[src/rtl/forwarding_scoreboard.sv]
// Load-use hazard detection and EX-stage forwarding-select generation for a 5-stage pipeline.
// Optional macro FWD_SCOREBOARD_STATS_EN adds stall_count / fwd_count statistics outputs.
module forwarding_scoreboard (
    input  logic        CLK,
    input  logic        nRST,
    input  logic        id_valid,
    input  logic [4:0]  id_rs,
    input  logic [4:0]  id_rt,
    input  logic [4:0]  id_wsel,
    input  logic        id_regwen,
    input  logic        id_memread,
    input  logic        advance,
    input  logic        flush,
    output logic        stall,
    output logic [1:0]  ex_fwd_a,
    output logic [1:0]  ex_fwd_b
`ifdef FWD_SCOREBOARD_STATS_EN
    ,
    output logic [31:0] stall_count,
    output logic [31:0] fwd_count
`endif
);

    typedef struct packed {
        logic       valid;
        logic [4:0] wsel;
        logic       regwen;
        logic       memread;
    } slot_t;

    slot_t ex_slot, mem_slot, wb_slot;
    slot_t ex_slot_next;
    logic  bubble;
    logic  issue;
    logic  load_use;
    logic [1:0] fwd_a_next, fwd_b_next;

    function automatic logic produces(input slot_t s, input logic [4:0] r);
        return s.valid && s.regwen && (s.wsel == r) && (r != 5'd0);
    endfunction

    // Nearest producer wins: EX (01) beats MEM (10); anything older reads the register file.
    function automatic logic [1:0] fwd_sel(input slot_t ex_s, input slot_t mem_s,
                                           input logic [4:0] r);
        if (produces(ex_s, r))
            return 2'b01;
        else if (produces(mem_s, r))
            return 2'b10;
        else
            return 2'b00;
    endfunction

    always_comb begin
        load_use = ex_slot.memread && (produces(ex_slot, id_rs) || produces(ex_slot, id_rt));
        stall    = nRST && id_valid && !flush && load_use;
        bubble   = stall || flush;
        issue    = !bubble && id_valid;

        ex_slot_next = '0;
        if (!bubble) begin
            ex_slot_next.valid   = id_valid;
            ex_slot_next.wsel    = id_wsel;
            ex_slot_next.regwen  = id_regwen;
            ex_slot_next.memread = id_memread;
        end

        fwd_a_next = 2'b00;
        fwd_b_next = 2'b00;
        if (issue) begin
            fwd_a_next = fwd_sel(ex_slot, mem_slot, id_rs);
            fwd_b_next = fwd_sel(ex_slot, mem_slot, id_rt);
        end
    end

    always_ff @(posedge CLK or negedge nRST) begin
        if (!nRST) begin
            ex_slot  <= '0;
            mem_slot <= '0;
            wb_slot  <= '0;
            ex_fwd_a <= 2'b00;
            ex_fwd_b <= 2'b00;
        end else if (advance) begin
            wb_slot  <= mem_slot;
            mem_slot <= ex_slot;
            ex_slot  <= ex_slot_next;
            ex_fwd_a <= fwd_a_next;
            ex_fwd_b <= fwd_b_next;
        end
    end

    // WB is tracked for completeness, but its result reaches EX through the register
    // file (written on the falling edge), so it never feeds a select.
    logic wb_unused;
    assign wb_unused = ^wb_slot;

`ifdef FWD_SCOREBOARD_STATS_EN
    logic [31:0] fwd_inc;
    assign fwd_inc = {31'd0, (fwd_a_next != 2'b00)} + {31'd0, (fwd_b_next != 2'b00)};

    always_ff @(posedge CLK or negedge nRST) begin
        if (!nRST) begin
            stall_count <= 32'd0;
            fwd_count   <= 32'd0;
        end else if (advance) begin
            if (stall)
                stall_count <= stall_count + 32'd1;
            fwd_count <= fwd_count + fwd_inc;
        end
    end
`endif

endmodule

[config.mk]
export PLATFORM = sky130hd
export DESIGN_NAME = forwarding_scoreboard
export DESIGN_NICKNAME = d
export VERILOG_FILES = /design/src/rtl/forwarding_scoreboard.sv
export SDC_FILE = /design/constraint.sdc
export NUM_CORES = 1
export LEC_CHECK = 0
export CAP_MARGIN = 30
export CORE_MARGIN = 8
export CORE_UTILIZATION = 43
export DETAILED_ROUTE_END_ITERATION = 8
export GPL_TIMING_DRIVEN = 0
export PLACE_DENSITY = 0.75
export SYNTH_ARGS = -nofsm -noshare
export SYNTH_HDL_FRONTEND = slang
export SYNTH_SLANG_ARGS = --single-unit
[constraint.sdc]
create_clock -name CLK -period 2.1 [get_ports CLK]
set_clock_uncertainty 0.2 [all_clocks]
set_input_delay 0.525 -clock CLK [delete_from_list [all_inputs] [get_ports CLK]]
set_output_delay 0.525 -clock CLK [all_outputs]
set_load 0.02 [all_outputs]
==> results of run 1 <==
## cell usage in the layout (no fill, tap or decap), types with 2 or more instances in the layout
master / n
dfrtp_1: 19
clkdlybuf4s50_1: 14
xor2_1: 12
inv_1: 12
o22ai_1: 10
nand2_1: 9
mux2_2: 7
dlygate4sd2_1: 7
xnor2_1: 6
clkbuf_4: 4
nand4_1: 3
clkdlybuf4s15_1: 3
or4_1: 2
nor2_1: 2
or4_4: 2
xnor2_2: 2
nor3_1: 2
nor4_1: 2
o2111ai_1: 2
o21ai_0: 2
## worst paths after layout
path	cells past startpoint	startpoint	slack, ns	endpoint
setup / recovery	6	id_rt[1]	-0.51	stall
hold / removal	1	nRST	0.06	mem_slot[6]
setup reg to reg	6	ex_slot[4]	0.06	ex_slot[3]
hold reg to reg	2	ex_fwd_a[1]	0.33	ex_fwd_a[1]
max in group asynchronous	1	nRST	1.30	mem_slot[5]
min in group CLK	2	ex_fwd_a[1]	0.33	ex_fwd_a[1]
## routing by layer
metal  up-vias  routed length [µm]
met5         -                   0
met4         0                  35
met3         7                 127
met2        30                1213
met1       418                1061
li1        415                   -
## repair_timing
action / in CTS / in global routing
setup endpoints to repair: 13 / 13
pin swaps: 2 / 0
endpoints found under the hold margin: 0 / 0
gates resized for setup: 22 / 5
setup buffers: 1 / 0
## power groups by stage
stage | combinational, W | sequential, W | clock (W)
final | 0.000150 | 0.000425 | 0.000184
after global routing | 0.000167 | 0.000430 | 0.000197
after CTS | 0.000147 | 0.000424 | 0.000192
after detailed placement | 0.000152 | 0.000431 | 0
after global placement | 0.000146 | 0.000430 | 0
after floorplan | 0.0000826 | 0.000422 | 0
## metrics by stage
step | power (W) | hold slack [ns] | instances
finish | 0.0007579 | 0.05843 | 160
global route | 0.0007939 | 0.1010 | 160
CTS | 0.0007621 | 0.07131 | 160
detailed placement | 0.0005835 | 0.3071 | 155
global placement | 0.0005763 | 0.2987 | 155
floorplan | 0.0005051 | 0.02941 | 101
## cells by family (layout without fill, tap and decap cells)
kind of cell,count (synthesis),after routing,share of synthesized area
AND/OR/NAND/NOR,25,25,0.1356
flip-flops,19,19,0.4601
multiplexers,7,7,0.07628
buffers and inverters,15,46,0.05569
XOR/XNOR,20,20,0.1695
AO/OA/AOI/OAI,15,15,0.1029
## flip-flops by register name, indices dropped and copies added, names as in the netlist
register	cells
ex_fwd_a	2
ex_fwd_b	2
ex_slot	8
mem_slot	7
## cell type report
cell class                      instances  area, µm²
Multi-Input combinational cell         67      515.5
Sequential cell                        19      475.5
Timing Repair Buffer                   27      261.5
Fill cell                             211      857.1
Clock buffer                            3      22.52
Clock inverter                          1      5.005
Buffer                                  3      16.27
Tap cell                               28      35.03
Inverter                               12      45.04
==> impl_metrics.tcl, run 1 <==
set metrics [dict create \
    status "finished, violations left" \
    violations "negative setup slack" \
    via_per_inst 5.438 \
    ant_nets 0 \
    start_util 0.4627 \
    clk_path_buf_depth 2 \
    cp.required_ns 1.37 \
    core_area_um2 2233 \
    maxSlewHeadroom 0.6742 \
    synthTopCellsByCount "19 x dfrtp_1, 12 x inv_1, 12 x xor2_1" \
    maxSlewViolCount 0 \
    cp_slowest_cell "or4_1" \
    place_hpwl_um 1914 \
    max_freq_mhz 382.7 \
    setup_viol 1 \
    switching_power_w 0.0002089 \
    cell_internal_pwr_w 0.0005489 \
    die-area_um2 4228 \
    post_drt_wl_per_cell_um 15.24 \
    clkSinkCount 19 \
    die_w_um 65.03 \
    antenna_cells 0 \
    firstDrtPassIters 4 \
    criticalPathCategory "input port to output pin" \
    hold_buffers 0 \
    hold_class "input port to asynchronous set/reset pin" \
    synth_seq_area_share 0.4600 \
    portBuffers 26 \
    use_met1 0.1542 \
    synth_area_um2 1033 \
    postLayoutCoreUtil 0.6162 \
    design_area_um2 1376 \
    tritoncts "built" \
    grt_use_met3 0.02405 \
    p_per_area_nw_per_um2 550.6 \
    critPathMaxStageDelay_ns 0.52 \
    synth_top_area_share 0.4600 \
    grt_max_degree 21 \
    place_ws_ns -1.707 \
    setup.worst_path.start_class "input port" \
    antenna_found_initial 0 \
    critPathBufInv 2 \
    min_period_ns 2.613 \
    synth_seq_cells 19 \
    grt_overflow 0 \
    placed_cell_area_um2 1329 \
    drive_above_1_share 0.1591 \
    synthArstFlopShare 1.000 \
    grt_setup_unrepaired "true" \
    gp_congestion 0.8713 \
    synth_area_leaders "dfrtp_1 46%, xor2_1 10%, mux2_2 7.6%" \
    end_kind "output pin" \
    worst_skew_pair.late_latency_ns 0.30 \
    combPwrFrac 0.198 \
    yosysTopAreaCell "dfrtp_1" \
    critPathArrivalTime_ns 1.89 \
    top_usage_layer "met2" \
    area_growth_pct 33.17 \
    cts.htree.levels 1 \
    final_nets 155 \
    root_buffer "clkbuf_4" \
    yosysWarnings 0 \
    grt_pass1_vias 961 \
    syn_avg_cell_area_um2 10.23 \
    drt_wl_total_um 2438 \
    via_count 870 \
    ir_drop_uv 399.2 \
    die_h_um 65.03 \
    finalSetupTns_ns -0.5129 \
    ys_types 21 \
    cp_top_family "simple AND/OR/NAND/NOR gates" \
    ios 27 \
    leakagePower_nw 0.5847 \
    drc 0 \
    fin_ws_ns -0.5129 \
    syn-num-nets 123 \
    track_usage 0.1246 \
    seq_power_share 0.560 \
    final.period_utilization 1.244 \
    power.share.switching 0.2757 \
    cts_buffers 3 \
    grt_pass1_wl_um 4326 \
    postSynthCellCount 101 \
    clkTransAtPathRegs_ns 0.11 \
    dominantRegCellSynth "dfrtp_1" \
    crit_chain "dlygate4sd2_1 > or4_1 > nor2_1 > or4_4 > a21oi_4 > buf_6" \
    gr-usage-met2 0.2087 \
    first_iter_violations 22 \
    synth_edf_count 0 \
    clock_power_share 0.242 \
    rows 17 \
    finalHoldViolations 0 \
    yosys.cell_count.top_type "dfrtp_1" \
    cp_max_fo 4 \
    maxCapViolations 0 \
    tightest_slew_ns 0.4887 \
]
Power figures use the tool's default switching activity.
==> run 2, diff against run 1 <==
--- a/config.mk
+++ b/config.mk
@@ -7,7 +7,7 @@
 export LEC_CHECK = 0
 export CAP_MARGIN = 30
 export CORE_MARGIN = 8
-export CORE_UTILIZATION = 43
+export CORE_UTILIZATION = 45
 export DETAILED_ROUTE_END_ITERATION = 8
 export GPL_TIMING_DRIVEN = 0
 export PLACE_DENSITY = 0.75
==> constraint.sdc (replaced) <==
create_clock -name CLK -period 2.6 [get_ports CLK]
set_clock_uncertainty 0.2 [all_clocks]
set_input_delay 0.65 -clock CLK [delete_from_list [all_inputs] [get_ports CLK]]
set_output_delay 0.65 -clock CLK [all_outputs]
set_load 0.02 [all_outputs]
==> run 2 against run 1 <==
Effect of this change: the flow still finishes with violations (negative setup slack); sequential power shrank 19%; register-to-register slack better by 0.35 ns; die area is 3.4% lower; worst hold slack improved by 0.014 ns; critical endpoint unchanged; largest power group unchanged; highest routed layer unchanged.
==> impl_metrics.tcl, run 2 (synthesized netlist as in run 1, its figures left out) <==
set metrics [dict create \
    clock_power_share 0.249 \
    crit_chain "buf_2 > xnor2_2 > nand4_1 > or4_4 > a21oi_4 > buf_6" \
    cp_top_family "simple AND/OR/NAND/NOR gates" \
    firstDrtPassIters 3 \
    nFillCells 200 \
    post_drt_wl_per_cell_um 15.48 \
    track_usage 0.1257 \
    setup.worst_path.start_class "input port" \
    final.period_utilization 1.077 \
    maxSlewHeadroom 0.6417 \
    clkSinkCount 19 \
    grt_setup_unrepaired "true" \
    end_kind "output pin" \
    final_nets 158 \
    violations "negative setup slack" \
    hold_class "input port to asynchronous set/reset pin" \
    cp_slowest_cell "or4_4" \
    met1Wirelength_um 1084 \
    cp.required_ns 1.75 \
    post-place-cells 155 \
    status "finished, violations left" \
    grt_pass1_vias 934 \
    portBuffers 26 \
    clk_path_buf_depth 2 \
    r2r_cells 7 \
    min_period_ns 2.799 \
    worst_skew_pair.late_latency_ns 0.30 \
    die-area_um2 4086 \
    antenna_cells 0 \
    p_per_area_nw_per_um2 450.6 \
    critPathBufInv 2 \
    finalHoldViolations 0 \
    maxSlewViolCount 0 \
    final_common_cell "dfrtp_1" \
    cp_max_fo 3 \
    clkTransAtPathRegs_ns 0.11 \
    drt_wl_total_um 2524 \
    critPathMaxStageDelay_ns 0.54 \
    antenna_found_initial 0 \
    rows 17 \
    grt_max_degree 21 \
    via_count 855 \
    area_growth_pct 33.90 \
    setup_viol 1 \
    first_iter_violations 18 \
    largest_register_ffs 8 \
    reg_top3 "ex_slot: 8 flops, mem_slot: 7 flops" \
    ant_nets 0 \
    ir_drop_uv 344.0 \
    tightest_slew_ns 0.5374 \
    max_freq_mhz 357.3 \
    final_cell_mix "16 x dfrtp_1, 14 x clkdlybuf4s50_1, 12 x xor2_1, 12 x inv_1" \
    die_w_um 63.93 \
    tritoncts "built" \
    final_cells 163 \
    top_register "ex_slot" \
    combPwrFrac 0.197 \
    highest_layer "met4" \
    r2r-end "ex_slot[4]" \
    drc 0 \
    seq_power_share 0.554 \
    gp_congestion 0.8499 \
    crit-reg2reg-launch "ex_slot[6]" \
    criticalPathCategory "input port to output pin" \
    cell_internal_pwr_w 0.0004475 \
    cts.htree.levels 1 \
    wl_met3_um 116 \
    ios 27 \
    route.met2.wl_um 1245 \
    core_area_um2 2191 \
    root_buffer "clkbuf_4" \
    grt_pass1_wl_um 4243 \
    switching_power_w 0.0001760 \
    drive_above_1_share 0.2889 \
    place_hpwl_um 1911 \
    rrSetupSlack_ns 0.41 \
    fin_ws_ns -0.1991 \
    via_per_inst 5.245 \
    start_util 0.4717 \
    cts_buffers 3 \
    grt_overflow 0 \
    place_ws_ns -1.420 \
    hold_buffers 0 \
    cp.depth 6 \
    die_h_um 63.93 \
    leakagePower_nw 0.5937 \
    maxCapViolations 0 \
    power.share.switching 0.2823 \
    critPathArrivalTime_ns 1.95 \
]
==> run 2: cell count changes in the layout (fill, tap and decap cells not counted), sizes merged <==
cell,delta
clkdlybuf4s15,-3
clkinv,-1
clkbuf,+1
dlygate4sd2,-7
buf,+13
==> run 2: worst max-delay path by stage <==
| stage | startpoint | endpoint | slack (ns) |
|---|---|---|---|
| CTS | ex_slot[3] | stall | -0.22 |
| global placement | nRST | stall | -1.41 |
| global route | ex_slot[6] | stall | -0.25 |
| floorplan | id_rs[3] | stall | 0.09 |
| finish | id_rt[1] | stall | -0.20 |
| detailed placement | nRST | stall | -1.42 |
==> run 2: what timing repair did <==
item | 4_1_cts | 5_1_grt
resized for setup | 46 | 12
pin swaps | 13 | 3
gates cloned | 0 | 0
buffers inserted | 3 | 1
setup endpoints to repair | 9 | 1
==> run 2: layout make-up <==
cell class	count	area [µm²]	share of cell area
inverters	12	45.04	0.03255
plain buffers	3	12.51	0.009042
clock buffers	4	26.28	0.01899
multi-input cells	67	544.3	0.3933
flip-flops and latches	19	479.2	0.3463
well taps	28	35.03	0.02532
repair buffers	30	241.5	0.1745
==> run 2: power by group through the flow <==
stage	logic, W	clock network (W)	registers, W
final	0.000123	0.000155	0.000345
after global routing	0.000135	0.000170	0.000348
after CTS	0.000119	0.000155	0.000343
after detailed placement	0.000123	0	0.000348
after global placement	0.000119	0	0.000347
after floorplan	0.0000667	0	0.000341
==> run 2: layer usage <==
metal / GRT usage / up-vias
met4: 0.05571 / 0
met5: 0 / -
li1: - / 423
met1: 0.1439 / 404
met3: 0.02962 / 8
met2: 0.2171 / 20
==> run 2: stage by stage <==
step | setup TNS (ns) | util | hold slack [ns] | area (µm²) | power [W]
after floorplan | 0 | - | 0.1544 | 1033 | 0.0004079
after global placement | -5.142 | 0.6065 | 0.2966 | 1329 | 0.0004658
after detailed placement | -5.367 | 0.6065 | 0.3011 | 1329 | 0.0004714
after CTS | -0.2211 | 0.6179 | 0.2067 | 1354 | 0.0006172
after global routing | -0.2506 | 0.6316 | 0.1076 | 1384 | 0.0006539
final | -0.1991 | 0.6316 | 0.07196 | 1384 | 0.0006235
==> run 3, diff against run 2 <==
--- a/config.mk
+++ b/config.mk
@@ -7,10 +7,11 @@
 export LEC_CHECK = 0
 export CAP_MARGIN = 30
 export CORE_MARGIN = 8
-export CORE_UTILIZATION = 45
+export CORE_UTILIZATION = 47
+export CTS_CLUSTER_SIZE = 25
 export DETAILED_ROUTE_END_ITERATION = 8
-export GPL_TIMING_DRIVEN = 0
-export PLACE_DENSITY = 0.75
+export GPL_TIMING_DRIVEN = 1
+export PLACE_DENSITY = 0.78
 export SYNTH_ARGS = -nofsm -noshare
 export SYNTH_HDL_FRONTEND = slang
 export SYNTH_SLANG_ARGS = --single-unit
==> run 3 against run 2 <==
Effect of this change: the run still ends with negative setup slack left; first-iteration DRC count shrank 22%; worst hold slack gained 0.26 ns; die area shrank 3.2%; clock-buffer cell count is the same; power grew 1.3%; via count grew 7.8%; non-clock buffer count grew 16; core utilization grew 5.8 points; sequential share of layout area shrank 2.5 points; sequential cell count is the same; critical path depth shrank 1; critical path type unchanged; critical endpoint unchanged; largest cell class unchanged; largest power group unchanged; highest routed layer unchanged.
==> impl_metrics.tcl, run 3 (synthesized netlist as in run 1, its figures left out) <==
set metrics [dict create \
    status "finished, violations left" \
    violations "negative setup slack" \
    criticalPathCategory "input port to output pin" \
    cp_slowest_cell "or4_4" \
    hold_start "ex_fwd_a[1]" \
    cp_max_fo 3 \
    highest_layer "met4" \
    antenna_cells 0 \
    maxSlewViolCount 0 \
    reg_top3 "ex_slot: 8 flops, mem_slot: 7 flops" \
    core_area_um2 2148 \
    via_per_inst 5.151 \
    die_h_um 62.89 \
    maxSlewHeadroom 0.8292 \
    root_buffer "clkbuf_4" \
    final_nets 174 \
    maxCapViolations 0 \
    hold_class "flip-flop to flip-flop" \
    grt_setup_unrepaired "true" \
    firstDrtPassIters 4 \
    multi_input_area_um2 506.7 \
    end_kind "output pin" \
    nFillCells 169 \
    rows 17 \
    die-area_um2 3955 \
    max_freq_mhz 362.4 \
    track_usage 0.1352 \
    min_period_ns 2.759 \
    final_common_cell "buf_4" \
    die_w_um 62.89 \
    setup_viol 1 \
    met1Wirelength_um 1094 \
    antenna_found_initial 0 \
    clkTransAtPathRegs_ns 0.10 \
    rrSetupSlack_ns 0.56 \
    fin_ws_ns -0.1592 \
    largest_register_ffs 8 \
    tritoncts "built" \
    start_util 0.4811 \
    final.period_utilization 1.061 \
    drt_wl_total_um 2503 \
    seqCellArea_um2 475.5 \
    post_drt_wl_per_cell_um 13.98 \
    place_ws_ns -0.9564 \
    drive_above_1_share 0.3179 \
    critPathArrivalTime_ns 1.91 \
    clk_path_buf_depth 2 \
    gp_congestion 0.8912 \
    grt_pass1_vias 1001 \
    crit-reg2reg-launch "ex_slot[4]" \
    r2r_cells 6 \
    setup.worst_path.start_class "input port" \
    route.met2.wl_um 1298 \
    hold_depth 2 \
    ios 27 \
    r2r-end "ex_slot[7]" \
    area_growth_pct 43.34 \
    final_cell_mix "22 x buf_4, 19 x dfrtp_1, 15 x clkdlybuf4s50_1, 12 x xor2_1, 12 x inv_1" \
    via_count 922 \
    grt_max_degree 20 \
    leakagePower_nw 0.6589 \
    hold_buffers 0 \
    wl_met3_um 75 \
    top_register "ex_slot" \
    ant_nets 0 \
    cts.htree.levels 1 \
    critPathBufInv 2 \
    crit_chain "clkdlybuf4s15_1 > xor2_1 > or4_4 > a21oi_4 > buf_6" \
    min_to "ex_fwd_a[1]" \
    ir_drop_uv 294.8 \
    critPathMaxStageDelay_ns 0.56 \
    p_per_area_nw_per_um2 426.6 \
    tightest_slew_ns 0.2538 \
    clkSinkCount 19 \
    portBuffers 26 \
    worst_skew_pair.late_latency_ns 0.29 \
    finalHoldViolations 0 \
    grt_pass1_wl_um 4450 \
    cts_buffers 3 \
    place_hpwl_um 2009 \
    first_iter_violations 14 \
    cp.required_ns 1.75 \
    grt_overflow 0 \
    cp_top_family "simple AND/OR/NAND/NOR gates" \
    drc 0 \
    finalSetupTns_ns -0.1592 \
]
[run 3: per-stage QoR]
stage | total power [W] | instance area, µm² | utilization | instances | hold slack, ns
CTS | 0.0006367 | 1475 | 0.6867 | 179 | 0.3308
finish | 0.0006319 | 1481 | 0.6896 | 179 | 0.3275
floorplan | 0.0004079 | 1033 | - | 101 | 0.1544
global route | 0.0006667 | 1481 | 0.6896 | 179 | 0.3600
detailed placement | 0.0004928 | 1474 | 0.6861 | 173 | 0.3132
global placement | 0.0004870 | 1474 | 0.6861 | 173 | 0.2940
[run 3: worst max-delay path by stage]
stage	from	end	slack, ns	cells after the start
after floorplan	id_rs[3]	stall	0.09	3
after global placement	id_rt[0]	stall	-0.94	6
after detailed placement	id_rt[0]	stall	-0.96	6
after CTS	ex_slot[2]	stall	-0.19	5
after global routing	ex_slot[4]	stall	-0.20	5
final	id_rs[3]	stall	-0.16	5
[run 3: timing repair]
item,in CTS,in global routing
setup endpoints to repair,1,1
buffers inserted,2,0
pin swaps,13,5
resized for setup,41,5
[run 3: layout make-up]
class | count | share of cell area
Clock buffer | 4 | 0.01774
Inverter | 12 | 0.03041
Timing Repair Buffer | 49 | 0.2652
Tap cell | 28 | 0.02365
Sequential cell | 19 | 0.3209
Multi-Input combinational cell | 67 | 0.3421
[run 3: worst register-to-register path: cells and delay by family, from the launching register on]
family          cells  cell delay [ns]
buf+inv             2             0.32
flops               1             0.43
simple gates        1             0.54
compound gates      2             0.28
xor+xnor            1             0.16
[run 3: routing by layer]
metal  up-vias  GRT usage
met5         -          0
met4         0    0.06838
met3         4    0.02330
met2        22     0.2241
met1       445     0.1628
li1        451          -
[run 3: power breakdown]
part	leakage [nW]	total (W)	switching [W]	internal [W]
logic	0.393	0.000144	0.0000582	0.0000854
clock network	0.0150	0.000147	0.0000874	0.0000597
registers	0.251	0.000341	0.0000234	0.000318
